File: src/rtl/fp_pkg.sv
// Shared constants and types for the single-precision divider.
// Field widths, exponent bias, canonical NaN and the control state encoding.
package fp_pkg;

   localparam int unsigned BIAS  = 127;
   localparam int unsigned EXP_W = 8;
   localparam int unsigned MAN_W = 23;
   // Quotient width: one integer bit plus MAN_W+1 fractional bits.
   localparam int unsigned Q_W   = MAN_W + 2;

   localparam logic [31:0] QNAN = 32'h7FC0_0000;

   typedef struct packed {
      logic             sign;
      logic [EXP_W-1:0] exp;
      logic [MAN_W-1:0] man;
   } fp32_t;

   typedef enum logic [1:0] {
      StIdle = 2'd0,
      StDiv  = 2'd1,
      StNorm = 2'd2
   } state_t;

endpackage

File: src/rtl/mantissa_divider.sv
// Restoring shift-subtract divider for 24-bit significands, one quotient bit per clock.
// Produces floor(m1 * 2^24 / m2) after Q_W iterations; valid marks the final iteration cycle.
module mantissa_divider
   import fp_pkg::*;
(
   input  logic             clk,
   input  logic             rst_n,
   input  logic             start,
   input  logic [MAN_W:0]   m1,
   input  logic [MAN_W:0]   m2,
   output logic [Q_W-1:0]   q,
   output logic             valid
);

   localparam logic [4:0] CNT_INIT = 5'(Q_W - 1);

   logic [MAN_W+2:0] r_q, r_d;
   logic [MAN_W:0]   div_q;
   logic [Q_W-1:0]   q_q;
   logic [4:0]       cnt_q;
   logic             run_q;
   logic             ge;
   logic [MAN_W+2:0] rem;

   always_comb begin
      ge  = r_q >= {2'b00, div_q};
      rem = ge ? (r_q - {2'b00, div_q}) : r_q;
      // rem < m2 < 2^24, so the left shift never drops a set bit.
      r_d = {rem[MAN_W+1:0], 1'b0};
   end

   always_ff @(posedge clk or negedge rst_n) begin
      if (!rst_n) begin
         r_q   <= '0;
         div_q <= '0;
         q_q   <= '0;
         cnt_q <= '0;
         run_q <= 1'b0;
      end else if (start) begin
         r_q   <= {2'b00, m1};
         div_q <= m2;
         q_q   <= '0;
         cnt_q <= CNT_INIT;
         run_q <= 1'b1;
      end else if (run_q) begin
         r_q <= r_d;
         q_q <= {q_q[Q_W-2:0], ge};
         if (cnt_q == 5'd0) begin
            run_q <= 1'b0;
         end else begin
            cnt_q <= cnt_q - 5'd1;
         end
      end
   end

   assign q     = q_q;
   assign valid = run_q && (cnt_q == 5'd0);

endmodule

File: src/rtl/fp_divider.sv
// Iterative IEEE-754 single-precision divider with truncated result and fixed 26-cycle latency.
// Handles sign, exponent, zero/denormal flush, overflow/underflow and normalisation around the loop.
module fp_divider
   import fp_pkg::*;
(
   input  logic        clk,
   input  logic        rst_n,
   input  logic        start,
   input  logic [31:0] in1,
   input  logic [31:0] in2,
   output logic [31:0] out,
   output logic        busy,
   output logic        done
);

   localparam logic signed [9:0] BIAS_S = 10'(BIAS);

   fp32_t a, b;
   assign a = in1;
   assign b = in2;

   state_t state_q, state_d;

   logic               sign_q;
   logic signed [9:0]  exp_q;
   logic               z1_q, z2_q;
   logic [31:0]        out_q;
   logic               done_q;
   logic               accept;
   logic [Q_W-1:0]     q;
   logic               q_valid;
   logic signed [9:0]  exp_n;
   logic [MAN_W-1:0]   man_n;
   logic [31:0]        result;

   assign accept = start && (state_q == StIdle);

   mantissa_divider u_mdiv (
      .clk   (clk),
      .rst_n (rst_n),
      .start (accept),
      .m1    ({1'b1, a.man}),
      .m2    ({1'b1, b.man}),
      .q     (q),
      .valid (q_valid)
   );

   always_comb begin
      state_d = state_q;
      unique case (state_q)
         StIdle:  if (start)   state_d = StDiv;
         StDiv:   if (q_valid) state_d = StNorm;
         StNorm:  state_d = StIdle;
         default: state_d = StIdle;
      endcase
   end

   // Quotient lies in (2^23, 2^25): the top bit selects the normalisation shift.
   always_comb begin
      if (q[Q_W-1]) begin
         exp_n = exp_q + BIAS_S;
         man_n = q[MAN_W:1];
      end else begin
         exp_n = exp_q + BIAS_S - 10'sd1;
         man_n = q[MAN_W-1:0];
      end

      if (z1_q && z2_q) begin
         result = QNAN;
      end else if (z2_q) begin
         result = {sign_q, 8'hFF, 23'h0};
      end else if (z1_q) begin
         result = {sign_q, 31'h0};
      end else if (exp_n >= 10'sd255) begin
         result = {sign_q, 8'hFF, 23'h0};
      end else if (exp_n <= 10'sd0) begin
         result = {sign_q, 31'h0};
      end else begin
         result = {sign_q, exp_n[EXP_W-1:0], man_n};
      end
   end

   always_ff @(posedge clk or negedge rst_n) begin
      if (!rst_n) begin
         state_q <= StIdle;
         sign_q  <= 1'b0;
         exp_q   <= '0;
         z1_q    <= 1'b0;
         z2_q    <= 1'b0;
         out_q   <= '0;
         done_q  <= 1'b0;
      end else begin
         state_q <= state_d;
         done_q  <= (state_q == StNorm);
         if (accept) begin
            sign_q <= a.sign ^ b.sign;
            exp_q  <= 10'({2'b00, a.exp}) - 10'({2'b00, b.exp});
            z1_q   <= (a.exp == '0);
            z2_q   <= (b.exp == '0);
         end
         if (state_q == StNorm) begin
            out_q <= result;
         end
      end
   end

   assign out  = out_q;
   assign busy = (state_q != StIdle);
   assign done = done_q;

endmodule

File: config.mk
export PLATFORM = sky130hd
export DESIGN_NAME = fp_divider
export DESIGN_NICKNAME = d
export VERILOG_FILES = /design/src/rtl/fp_pkg.sv /design/src/rtl/mantissa_divider.sv /design/src/rtl/fp_divider.sv
export SDC_FILE = /design/constraint.sdc
export NUM_CORES = 1
export LEC_CHECK = 0
export ABC_AREA = 0
export CAP_MARGIN = 5
export CORE_AREA = 2 2 143 145
export DETAILED_ROUTE_END_ITERATION = 10
export DIE_AREA = 0 0 145 147
export HOLD_SLACK_MARGIN = 0.05
export PLACE_DENSITY = 0.62
export RECOVER_POWER = 25
export SYNTH_ARGS = -nofsm -noshare
export SYNTH_HDL_FRONTEND = slang
export SYNTH_SLANG_ARGS = --single-unit
File: constraint.sdc
create_clock -name clk -period 3.7 [get_ports clk]
set_input_delay 0.74 -clock clk [delete_from_list [all_inputs] [get_ports clk]]
set_output_delay 0.74 -clock clk [all_outputs]
set_load 0.005 [all_outputs]
==> impl_metrics.ini <==
[outcome]
outcome = finished, final reports clean

[power]
leakage_nw = 4.28
p_sw_mw = 3.88
p_per_area_nw_per_um2 = 944
vdd_ir_drop_max_mv = 0.451
p_clk_share_pct = 18.0
pwr-share-seq_pct = 27.6
p_comb_share_pct = 54.4
switching_share_pct = 43.0
p_int_mw = 5.14

[worst_setup_path]
worstSetupPathType = reg -> reg
r2r-end = u_mdiv.r_q[21]
critPathMaxFanout = 18
timing.rr.start = u_mdiv.div_q[0]
reg2regPathDepth = 11
reg2reg_slack_ns = 0.67
worstPathArrival_ns = 3.37
cp-end-kind = register
required_ns = 4.04
startpoint = u_mdiv.div_q[0]
startpoint_type = register

[global_route]
grt_use_met2_pct = 29.5
antenna_found_initial = 0
overflow = 0
grt_max_degree = 75
grt.busiest_layer = met2
grt_pass1_wl_mm = 31.3
met1_usage_pct = 24.3
met3_usage_pct = 3.04
gr-usage-all-layers_pct = 17.9
grt_pass1_vias = 6274

[sta]
slew_headroom_pct = 14.0
timing.final.crit_share_pct = 81.8
finalHoldViolCount = 0
finalClockSkew_ns = 0.00936
slew_viol_final = 0
rsz0062_at_grt = false
fmax_mhz = 330
worst_slew_pin_slew_ns = 1.29
fin_setup_tns_ns = 0
layout_min_cycle_time_ns = 3.03
finalSetupViolCount = 0

[clock_network]
clk_pin_slew_ns = 0.06
clock_path_buffers = 2
clock-sinks = 128
clk_latency_ns = 0.43
ctsHoldBuffers = 0
root_buffer = clkbuf_16
cts_inserted_buffers = 17
post_cts_resized = 0
post-cts-setup-buffer-count = 0
cts_tree = done
h-tree-depth = 4

[final_layout]
syn_to_final_growth_pct = 23.4
utilization_pct = 48.2
nets = 1046
diodes = 0
drive_above_1_share_pct = 6.60
final_area_um2 = 9560

[floorplanning]
ios = 101
dieArea_um2 = 21300
core-area_um2 = 19800
die_y_um = 147
rows = 52
start_util_pct = 39.1
dieWidth_um = 145

[logic_synthesis]
synth_seq_cells = 128
synthTopCellsByArea = dfrtp_1 41%, mux2i_1 8.1%, ha_1 5.8%
netlist.area_leader.share_pct = 41.3
ys.flop_type = dfrtp_1
synth.most_common_cell = dfrtp_1
netlist_instances = 852
syn_avg_cell_area_um2 = 9.10
yosys.area.top_type = dfrtp_1
ys_seq_area_share_pct = 41.3
synth_edf_count = 0
synth_warnings = 0
synthTopCellsByCount = 128 x dfrtp_1, 92 x nand2_1, 64 x o21ai_0
ys_async_sr_fraction_pct = 100
syn-num-nets = 957
synth_cell_types = 68
synth_area_um2 = 7750

[drt]
wl_per_cell_um = 14.7
drt_iter0_markers = 352
routed_wl_mm = 18.0
ant_nets = 0
dr.pass1.iters = 5
vias_per_cell = 5.12
drc_errors = 0
num_vias = 6263

[place]
place_area_um2 = 9010
hpwl_mm = 12.9
io_buffers = 100
place.gp.congestion = 0.878

[worst_hold_path]
worstHoldPathType = in -> async

[flow_run]
maxCapViolCount = 0
## sequential cells by signal, summed over array words and instances (netlist names)
signal and count:
done 1, u_mdiv.div_q 24, u_mdiv.q 25, exp_q 9, out 32, z2_q 1
sign_q 1, state_q 2, u_mdiv.r_q 26, z1_q 1, u_mdiv.run_q 1, u_mdiv.cnt_q 5
## layout make-up
| type | instances | area, µm² |
|---|---|---|
| Timing Repair Buffer | 114 | 1100 |
| Clock inverter | 15 | 144 |
| Fill cell | 1918 | 10300 |
| Multi-Input combinational cell | 625 | 4140 |
| Tap cell | 270 | 338 |
| Clock buffer | 17 | 425 |
| Sequential cell | 128 | 3200 |
| Inverter | 55 | 206 |
## layer usage
layer  wire, µm  part of all wire [%]  vias up
met1       8530                    48     2961
met3        590                   3.3       18
li1           -                     -     3179
met2       8600                    48      105
met5          0                     0        -
met4        237                   1.3        0
## logic make-up after synthesis
group,share of synthesized area (%)
muxes,8.13
DFF,41.3
buffers and inverters,5.26
and+or+nand+nor,16.3
adders and majority gates,6.33
AOI/OAI and AO/OA,18.6
xor gates and xnor gates,4.07
## layout by cell type, fill, tap and decap left out, types with 7 or more instances in the layout
cell,netlist,routed
buf_4,2,14
nor2_1,60,60
inv_1,54,54
ha_1,36,36
clkdlybuf4s50_1,0,99
nor2b_1,8,8
a31oi_1,9,9
a21oi_1,52,52
o22a_1,7,7
nor3_1,13,13
nand2b_1,10,10
mux2i_1,63,63
a21o_1,14,14
dfrtp_1,128,127
nand2_1,92,92
nor4_1,7,7
o21ai_1,25,25
clkbuf_16,0,17
xnor2_1,20,20
xor2_1,16,16
inv_8,0,7
o21ai_0,64,64
nand3_1,10,10
a211oi_1,9,9
nor3b_1,15,15
o31ai_1,7,7
## power by group through the flow
stage                     combinational (mW)  clock (mW)  sequential, mW
after floorplan                         3.91           0            2.32
after global placement                  4.86           0            2.49
after detailed placement                4.92           0            2.51
after CTS                               4.95        1.67            2.49
after global routing                    5.57        1.72            2.57
final                                   4.91        1.63            2.49
## through the flow
step / worst slack [ns] / total power [mW] / std cells / hold slack, ns
2_1_floorplan: 0.890 / 6.23 / 852 / 0.418
3_3_place_gp: 0.734 / 7.36 / 1192 / 0.437
3_5_place_dp: 0.690 / 7.42 / 1192 / 0.450
4_1_cts: 0.654 / 9.11 / 1224 / 0.360
5_1_grt: 0.417 / 9.87 / 1224 / 0.376
6_report: 0.672 / 9.03 / 1224 / 0.326
## worst max-delay path, stage by stage, from the launching register on
cell,delay [ns]
dfrtp_1,0.39
ha_1,0.23
fa_1,0.40
nand2b_1,0.19
a211oi_1,0.36
o21ba_1,0.22
o41a_1,0.21
o21bai_1,0.09
and2_1,0.17
buf_4,0.23
nand2b_1,0.25
o211ai_1,0.22
## worst max path at each step
| stage | cells after the start | end | slack (ns) |
|---|---|---|---|
| finish | 11 | u_mdiv.r_q[21] | 0.67 |
| global route | 11 | u_mdiv.r_q[21] | 0.42 |
| CTS | 11 | u_mdiv.r_q[21] | 0.65 |
| detailed placement | 11 | exp_q[7] | 0.69 |
| global placement | 11 | u_mdiv.r_q[21] | 0.73 |
| floorplan | 12 | out[22] | 0.89 |
Power figures use the tool's default switching activity.
